$ cat src/rtl/pipe_hazard_ctrl_if.sv
// Signal bundle between the pipeline datapath and the central hazard controller.
// The pipeline side uses the master modport, the controller uses the slave modport.
interface pipe_hazard_ctrl_if #(
    parameter int CNT_W = 16
);
    logic [4:0]       id_rs1addr;
    logic [4:0]       id_rs2addr;
    logic [4:0]       id_ex_rs1addr;
    logic [4:0]       id_ex_rs2addr;
    logic [4:0]       id_ex_rdaddr;
    logic             id_ex_memread;
    logic             id_ex_regwrite;
    logic [4:0]       ex_mem_rdaddr;
    logic             ex_mem_regwrite;
    logic [4:0]       mem_wb_rdaddr;
    logic             mem_wb_regwrite;
    logic             ex_branch_taken;
    logic             dmem_req;
    logic             dmem_ready;
    logic             pc_stall;
    logic             if_id_stall;
    logic             id_ex_stall;
    logic             ex_mem_stall;
    logic             if_id_flush;
    logic             id_ex_flush;
    logic [1:0]       fwd_a;
    logic [1:0]       fwd_b;
    logic [1:0]       state;
    logic [CNT_W-1:0] stall_cnt;
    logic [CNT_W-1:0] flush_cnt;

    modport master (
        output id_rs1addr, id_rs2addr, id_ex_rs1addr, id_ex_rs2addr, id_ex_rdaddr,
               id_ex_memread, id_ex_regwrite, ex_mem_rdaddr, ex_mem_regwrite,
               mem_wb_rdaddr, mem_wb_regwrite, ex_branch_taken, dmem_req, dmem_ready,
        input  pc_stall, if_id_stall, id_ex_stall, ex_mem_stall, if_id_flush, id_ex_flush,
               fwd_a, fwd_b, state, stall_cnt, flush_cnt
    );

    modport slave (
        input  id_rs1addr, id_rs2addr, id_ex_rs1addr, id_ex_rs2addr, id_ex_rdaddr,
               id_ex_memread, id_ex_regwrite, ex_mem_rdaddr, ex_mem_regwrite,
               mem_wb_rdaddr, mem_wb_regwrite, ex_branch_taken, dmem_req, dmem_ready,
        output pc_stall, if_id_stall, id_ex_stall, ex_mem_stall, if_id_flush, id_ex_flush,
               fwd_a, fwd_b, state, stall_cnt, flush_cnt
    );
endinterface

$ cat src/rtl/pipe_hazard_ctrl.sv
// Central hazard controller: stall/flush sequencing for load-use, branch and dmem wait, plus EX forwarding.
// Optional saturating performance counters are built when PIPE_HAZARD_PERF_EN is defined.
module pipe_hazard_ctrl #(
    parameter int BR_PENALTY = 2,
    parameter int CNT_W      = 16
) (
    input logic               clk,
    input logic               rst,
    pipe_hazard_ctrl_if.slave hz
);

    typedef enum logic [1:0] {
        ST_RUN      = 2'd0,
        ST_LD_STALL = 2'd1,
        ST_MEM_WAIT = 2'd2,
        ST_FLUSH    = 2'd3
    } state_t;

    localparam logic [3:0] BR_RELOAD = 4'(BR_PENALTY - 1);

    state_t     state_r;
    state_t     next_state_s;
    logic [3:0] fcnt_r;
    logic [3:0] next_fcnt_s;
    logic       memwait_s;
    logic       loaduse_s;
    logic       stall_all_s;
    logic       br_flush_s;
    logic       lu_bubble_s;
    logic       pc_stall_s;
    logic       if_id_flush_s;

    // Select the newest producer of src; x0 is hardwired and never forwarded.
    function automatic logic [1:0] fwd_sel(
        input logic [4:0] src,
        input logic [4:0] mem_rd,
        input logic       mem_we,
        input logic [4:0] wb_rd,
        input logic       wb_we
    );
        if (mem_we && (mem_rd != 5'd0) && (mem_rd == src)) begin
            return 2'b10;
        end else if (wb_we && (wb_rd != 5'd0) && (wb_rd == src)) begin
            return 2'b01;
        end else begin
            return 2'b00;
        end
    endfunction

    assign memwait_s = hz.dmem_req & ~hz.dmem_ready;
    assign loaduse_s = hz.id_ex_memread & hz.id_ex_regwrite & (hz.id_ex_rdaddr != 5'd0) &
                       ((hz.id_ex_rdaddr == hz.id_rs1addr) | (hz.id_ex_rdaddr == hz.id_rs2addr));

    // State and flush-count register.
    always_ff @(posedge clk) begin
        if (!rst) begin
            state_r <= ST_RUN;
            fcnt_r  <= 4'd0;
        end else begin
            state_r <= next_state_s;
            fcnt_r  <= next_fcnt_s;
        end
    end

    // Next-state and flush-count logic.
    always_comb begin
        next_state_s = ST_RUN;
        next_fcnt_s  = 4'd0;
        case (state_r)
            ST_FLUSH: begin
                if (memwait_s) begin
                    next_state_s = ST_FLUSH;
                    next_fcnt_s  = fcnt_r;
                end else begin
                    // A new taken branch restarts the penalty instead of adding to it.
                    if (hz.ex_branch_taken) begin
                        next_fcnt_s = BR_RELOAD;
                    end else begin
                        next_fcnt_s = fcnt_r - 4'd1;
                    end
                    if (next_fcnt_s != 4'd0) begin
                        next_state_s = ST_FLUSH;
                    end else begin
                        next_state_s = ST_RUN;
                    end
                end
            end
            ST_RUN, ST_LD_STALL, ST_MEM_WAIT: begin
                if (memwait_s) begin
                    next_state_s = ST_MEM_WAIT;
                end else if (hz.ex_branch_taken) begin
                    if (BR_RELOAD != 4'd0) begin
                        next_state_s = ST_FLUSH;
                        next_fcnt_s  = BR_RELOAD;
                    end else begin
                        next_state_s = ST_RUN;
                    end
                end else if (loaduse_s && (state_r != ST_LD_STALL)) begin
                    next_state_s = ST_LD_STALL;
                end else begin
                    next_state_s = ST_RUN;
                end
            end
            default: begin
                next_state_s = ST_RUN;
                next_fcnt_s  = 4'd0;
            end
        endcase
    end

    // Hazard action decode: freeze everything, branch flush, or a single load-use bubble.
    always_comb begin
        stall_all_s = 1'b0;
        br_flush_s  = 1'b0;
        lu_bubble_s = 1'b0;
        case (state_r)
            ST_FLUSH: begin
                if (memwait_s) begin
                    stall_all_s = 1'b1;
                end else begin
                    br_flush_s = 1'b1;
                end
            end
            ST_RUN, ST_LD_STALL, ST_MEM_WAIT: begin
                if (memwait_s) begin
                    stall_all_s = 1'b1;
                end else if (hz.ex_branch_taken) begin
                    br_flush_s = 1'b1;
                end else if (loaduse_s && (state_r != ST_LD_STALL)) begin
                    lu_bubble_s = 1'b1;
                end else begin
                    stall_all_s = 1'b0;
                end
            end
            default: begin
                stall_all_s = 1'b0;
            end
        endcase
    end

    assign pc_stall_s      = rst & (stall_all_s | lu_bubble_s);
    assign if_id_flush_s   = rst & br_flush_s;
    assign hz.pc_stall     = pc_stall_s;
    assign hz.if_id_stall  = rst & (stall_all_s | lu_bubble_s);
    assign hz.id_ex_stall  = rst & stall_all_s;
    assign hz.ex_mem_stall = rst & stall_all_s;
    assign hz.if_id_flush  = if_id_flush_s;
    assign hz.id_ex_flush  = rst & (br_flush_s | lu_bubble_s);
    assign hz.state        = state_r;

    assign hz.fwd_a = rst ? fwd_sel(hz.id_ex_rs1addr, hz.ex_mem_rdaddr, hz.ex_mem_regwrite,
                                    hz.mem_wb_rdaddr, hz.mem_wb_regwrite) : 2'b00;
    assign hz.fwd_b = rst ? fwd_sel(hz.id_ex_rs2addr, hz.ex_mem_rdaddr, hz.ex_mem_regwrite,
                                    hz.mem_wb_rdaddr, hz.mem_wb_regwrite) : 2'b00;

`ifdef PIPE_HAZARD_PERF_EN
    logic [CNT_W-1:0] stall_cnt_r;
    logic [CNT_W-1:0] flush_cnt_r;

    // Saturating stall/flush cycle counters.
    always_ff @(posedge clk) begin
        if (!rst) begin
            stall_cnt_r <= '0;
            flush_cnt_r <= '0;
        end else begin
            if (pc_stall_s && (stall_cnt_r != '1)) begin
                stall_cnt_r <= stall_cnt_r + CNT_W'(1);
            end
            if (if_id_flush_s && (flush_cnt_r != '1)) begin
                flush_cnt_r <= flush_cnt_r + CNT_W'(1);
            end
        end
    end

    assign hz.stall_cnt = stall_cnt_r;
    assign hz.flush_cnt = flush_cnt_r;
`else
    assign hz.stall_cnt = '0;
    assign hz.flush_cnt = '0;
`endif

endmodule

$ cat src/flat_wrapper.sv
// flat-port wrapper written by rule: the top's interface ports become plain ports
module pipe_hazard_ctrl_flat 
#(
    parameter int BR_PENALTY = 2,
    parameter int CNT_W      = 16
)
  (clk, rst, hz_id_rs1addr, hz_id_rs2addr, hz_id_ex_rs1addr, hz_id_ex_rs2addr, hz_id_ex_rdaddr, hz_id_ex_memread, hz_id_ex_regwrite, hz_ex_mem_rdaddr, hz_ex_mem_regwrite, hz_mem_wb_rdaddr, hz_mem_wb_regwrite, hz_ex_branch_taken, hz_dmem_req, hz_dmem_ready, hz_pc_stall, hz_if_id_stall, hz_id_ex_stall, hz_ex_mem_stall, hz_if_id_flush, hz_id_ex_flush, hz_fwd_a, hz_fwd_b, hz_state, hz_stall_cnt, hz_flush_cnt);
  pipe_hazard_ctrl_if #(.CNT_W(CNT_W)) hz_i ();
  input logic clk;
  input logic rst;
  input wire logic [$bits(hz_i.id_rs1addr)-1:0] hz_id_rs1addr;
  input wire logic [$bits(hz_i.id_rs2addr)-1:0] hz_id_rs2addr;
  input wire logic [$bits(hz_i.id_ex_rs1addr)-1:0] hz_id_ex_rs1addr;
  input wire logic [$bits(hz_i.id_ex_rs2addr)-1:0] hz_id_ex_rs2addr;
  input wire logic [$bits(hz_i.id_ex_rdaddr)-1:0] hz_id_ex_rdaddr;
  input wire logic [$bits(hz_i.id_ex_memread)-1:0] hz_id_ex_memread;
  input wire logic [$bits(hz_i.id_ex_regwrite)-1:0] hz_id_ex_regwrite;
  input wire logic [$bits(hz_i.ex_mem_rdaddr)-1:0] hz_ex_mem_rdaddr;
  input wire logic [$bits(hz_i.ex_mem_regwrite)-1:0] hz_ex_mem_regwrite;
  input wire logic [$bits(hz_i.mem_wb_rdaddr)-1:0] hz_mem_wb_rdaddr;
  input wire logic [$bits(hz_i.mem_wb_regwrite)-1:0] hz_mem_wb_regwrite;
  input wire logic [$bits(hz_i.ex_branch_taken)-1:0] hz_ex_branch_taken;
  input wire logic [$bits(hz_i.dmem_req)-1:0] hz_dmem_req;
  input wire logic [$bits(hz_i.dmem_ready)-1:0] hz_dmem_ready;
  output wire logic [$bits(hz_i.pc_stall)-1:0] hz_pc_stall;
  output wire logic [$bits(hz_i.if_id_stall)-1:0] hz_if_id_stall;
  output wire logic [$bits(hz_i.id_ex_stall)-1:0] hz_id_ex_stall;
  output wire logic [$bits(hz_i.ex_mem_stall)-1:0] hz_ex_mem_stall;
  output wire logic [$bits(hz_i.if_id_flush)-1:0] hz_if_id_flush;
  output wire logic [$bits(hz_i.id_ex_flush)-1:0] hz_id_ex_flush;
  output wire logic [$bits(hz_i.fwd_a)-1:0] hz_fwd_a;
  output wire logic [$bits(hz_i.fwd_b)-1:0] hz_fwd_b;
  output wire logic [$bits(hz_i.state)-1:0] hz_state;
  output wire logic [$bits(hz_i.stall_cnt)-1:0] hz_stall_cnt;
  output wire logic [$bits(hz_i.flush_cnt)-1:0] hz_flush_cnt;
  assign hz_i.id_rs1addr = hz_id_rs1addr;
  assign hz_i.id_rs2addr = hz_id_rs2addr;
  assign hz_i.id_ex_rs1addr = hz_id_ex_rs1addr;
  assign hz_i.id_ex_rs2addr = hz_id_ex_rs2addr;
  assign hz_i.id_ex_rdaddr = hz_id_ex_rdaddr;
  assign hz_i.id_ex_memread = hz_id_ex_memread;
  assign hz_i.id_ex_regwrite = hz_id_ex_regwrite;
  assign hz_i.ex_mem_rdaddr = hz_ex_mem_rdaddr;
  assign hz_i.ex_mem_regwrite = hz_ex_mem_regwrite;
  assign hz_i.mem_wb_rdaddr = hz_mem_wb_rdaddr;
  assign hz_i.mem_wb_regwrite = hz_mem_wb_regwrite;
  assign hz_i.ex_branch_taken = hz_ex_branch_taken;
  assign hz_i.dmem_req = hz_dmem_req;
  assign hz_i.dmem_ready = hz_dmem_ready;
  assign hz_pc_stall = hz_i.pc_stall;
  assign hz_if_id_stall = hz_i.if_id_stall;
  assign hz_id_ex_stall = hz_i.id_ex_stall;
  assign hz_ex_mem_stall = hz_i.ex_mem_stall;
  assign hz_if_id_flush = hz_i.if_id_flush;
  assign hz_id_ex_flush = hz_i.id_ex_flush;
  assign hz_fwd_a = hz_i.fwd_a;
  assign hz_fwd_b = hz_i.fwd_b;
  assign hz_state = hz_i.state;
  assign hz_stall_cnt = hz_i.stall_cnt;
  assign hz_flush_cnt = hz_i.flush_cnt;
  pipe_hazard_ctrl #(.BR_PENALTY(BR_PENALTY), .CNT_W(CNT_W)) u_core (.clk(clk), .rst(rst), .hz(hz_i));
endmodule
$ cat config.mk
export PLATFORM = sky130hd
export DESIGN_NAME = pipe_hazard_ctrl_flat
export DESIGN_NICKNAME = d
export VERILOG_FILES = /design/src/rtl/pipe_hazard_ctrl_if.sv /design/src/rtl/pipe_hazard_ctrl.sv /design/src/flat_wrapper.sv
export SDC_FILE = /design/constraint.sdc
export NUM_CORES = 1
export LEC_CHECK = 0
export CAP_MARGIN = 10
export CORE_ASPECT_RATIO = 1.5
export CORE_UTILIZATION = 32
export DETAILED_ROUTE_END_ITERATION = 16
export GPL_ROUTABILITY_DRIVEN = 1
export PLACE_DENSITY = 0.81
export SYNTH_ARGS = -nofsm -noshare
export SYNTH_HDL_FRONTEND = slang
export SYNTH_SLANG_ARGS = --single-unit
$ cat constraint.sdc
create_clock -name clk -period 1.6 [get_ports clk]
set_input_delay 0.24 -clock clk [delete_from_list [all_inputs] [get_ports clk]]
set_output_delay 0.24 -clock clk [all_outputs]
set_load 0.01 [all_outputs]
==> metrics.txt <==
total wire length 3164 um; grt ovf 0; first-pass GRT wire length 4450 um; Final Cycle Share 1.130; I/O pins 88; HPWL Detailed 2417 um; WP data required 1.36 ns; area leader, netlist buf_4; slowest CP cell or4_4; Vias/cell 4.339; CTS root buf clkbuf_8; Max rail drop VDD 0.0006698 V; drc violations 0; Tot GR Track Use 0.1833; fraction of layout cells with a size suffix above 1 0.4266; die width 47.81 um; critical-path cell list buf_6, or4_4, o21ai_4, nor4_4, nor4_2, buf_2; hold_buf cts 0; CTS clk-pin slew, worst paths 0.03 ns; input/output buffers 55; Final Hold Viols 0; ys flop type dfxtp_1; asr flop ratio synth 0; Seq/Total Area, Yosys 0.1193; die area 3380 um2; DR pass1 iterations 4; Multi-input gate area 920.9 um2; final setup violation count 7; status finished with violations; Synth warnings 0; CP top delay family simple AND/OR/NAND/NOR gates; most instantiated cells after synthesis buf_4, xor2_1, xnor2_1; WS Path Type input pin to primary output; 1st-iter DRT viols 18; Placed Instances 248; pin count of the biggest net entering global routing 9; CP Capture Type primary output; Cell Count, Final, Fillers Out 257; initial antenna violation count 0; CP Launch Type input pin; Post-synth EDFFs 0; slowest stage delay, CP 0.55 ns; CTS tree done; fin. max-slew vios 0; vias in the first global route 1070; RSZ-0062 raised after global routing yes; area grow syn2layout 86.83%; max-cap violation count 0; Bufs and invs on worst path 2; most frequent cell after synthesis buf_4; Initial Util 0.3423; Setup TNS -0.9077 ns; wire length per cell 12.31 um; Avg Inst Size Synth 7.573 um2; WP data arrival 1.57 ns; final-stage net count 265; flops & latches, synth 6; fillers 242; Final Skew 0.004065 ns; area fraction of the dominant cell type after synthesis 0.2534; Die Height 70.71 um; Setup WS post-layout -0.2079 ns; synthesized cell area 1007 um2; H-tree depth 1; Leak 0.8722 nW; clock power share 0.279; internal power 536.1 uW; clk buf depth 2; Seq pwr share 0.201; GPL Wtd Cong 0.8363; Clock Latency Late Sink 0.22 ns; violated checks negative setup slack; Max Clk Rate 553.1 MHz; largest cells by area after synthesis buf_4, xor2_1, xnor2_1, dfxtp_1, or4_1; core area 2943 um2; hold crit path type register to register; vias 1115; Detail Route Antenna Nets 0; total power 807.1 uW; Post-Syn Instances 133; min cycle time layout 1.808 ns; count of cell types in the netlist 28; combinational share of power 0.520; ANT cells 0; Net Sw Power 271.0 uW; switch share 0.3358; CTS Sinks 6; pwr dens 428.9 nW/um2; FP Rows 24; FF+latch area 120.1 um2; worst-path maximum fanout 2; CTS Buf Count 3
-- state kept, by name (all words and copies together) (netlist names) --
register / cells
u_core.fcnt_r: 4
u_core.hz.state: 2
-- power by group through the flow --
| stage | clock, mW | combinational [mW] | sequential, mW |
|---|---|---|---|
| after floorplan | 0 | 0.200 | 0.165 |
| after global placement | 0 | 0.361 | 0.163 |
| after detailed placement | 0 | 0.365 | 0.163 |
| after CTS | 0.226 | 0.380 | 0.162 |
| after global routing | 0.243 | 0.451 | 0.163 |
| final | 0.225 | 0.420 | 0.162 |
-- worst reg2reg max path, stage by stage (launching register included) --
cell	delay (ns)
dfxtp_1	0.37
inv_1	0.08
ha_1	0.30
nand2_1	0.05
nor2_1	0.09
nand3_1	0.09
o21ai_0	0.22
a221oi_1	0.08
-- metal layers --
layer  vias to the layer above  share of wire  track usage
met5                         -              0            0
met3                         4          0.067      0.05102
li1                        553              -            -
met1                       499           0.36       0.1838
met2                        59           0.56       0.3453
met4                         0          0.012      0.04012
-- cells by family after synthesis --
logic type	synth area share
and+or+nand+nor	0.2236
buffers and inverters	0.2646
xor gates and xnor gates	0.2783
AOI/OAI and AO/OA	0.09814
DFF	0.1193
adders and majority gates	0.01242
other	0.003723
-- layout make-up --
class / instances / area share
Multi-Input combinational cell: 121 / 0.4894
Timing Repair Buffer: 85 / 0.3930
Sequential cell: 6 / 0.06383
Tap cell: 39 / 0.02593
Clock buffer: 3 / 0.02194
Inverter: 3 / 0.005984
-- metrics by stage --
step | hold WS (ns) | setup slack, ns | util | area (um2)
floorplan | 0.3931 | 0.01923 | - | 1124
global placement | 0.4518 | -0.8899 | 0.5599 | 1648
detailed placement | 0.4612 | -0.9804 | 0.5599 | 1648
CTS | 0.4682 | -0.1873 | 0.6037 | 1777
global route | 0.5013 | -0.2415 | 0.6395 | 1882
finish | 0.4672 | -0.2079 | 0.6395 | 1882
-- path summary, 6_finish.rpt --
kind	start	to	slack, ns	cells past startpoint
worst min register to register	u_core.fcnt_r[3]$_SDFFE_PN0P_	u_core.fcnt_r[3]$_SDFFE_PN0P_	0.47	2
worst max register to register	u_core.fcnt_r[0]$_SDFFE_PN0P_	u_core.hz.state[0]$_SDFF_PN0_	0.19	7
worst min-delay path	u_core.fcnt_r[3]$_SDFFE_PN0P_	u_core.fcnt_r[3]$_SDFFE_PN0P_	0.47	2
worst max-delay path	hz_ex_mem_rdaddr[0]	hz_fwd_a[0]	-0.21	6
-- placed cells by master (no fill, tap or decap), types with 4 or more instances in the layout --
master / instances
dfxtp_1: 6
clkdlybuf4s15_2: 6
buf_4: 25
buf_2: 17
buf_6: 12
xnor2_1: 9
nor2_1: 7
a21oi_1: 4
conb_1: 32
nand3_1: 4
clkdlybuf4s15_1: 5
nand2_1: 7
dlygate4sd2_1: 9
clkdlybuf4s50_1: 5
xor2_1: 17
-- what timing repair did --
item	in CTS	in global routing
cloned	0	0
resized for setup	181	19
pin swaps	33	12
setup buffers	3	3
endpoints found under the setup margin	11	10
hold endpoints to repair	0	0
(Power assumes the default switching activity.)
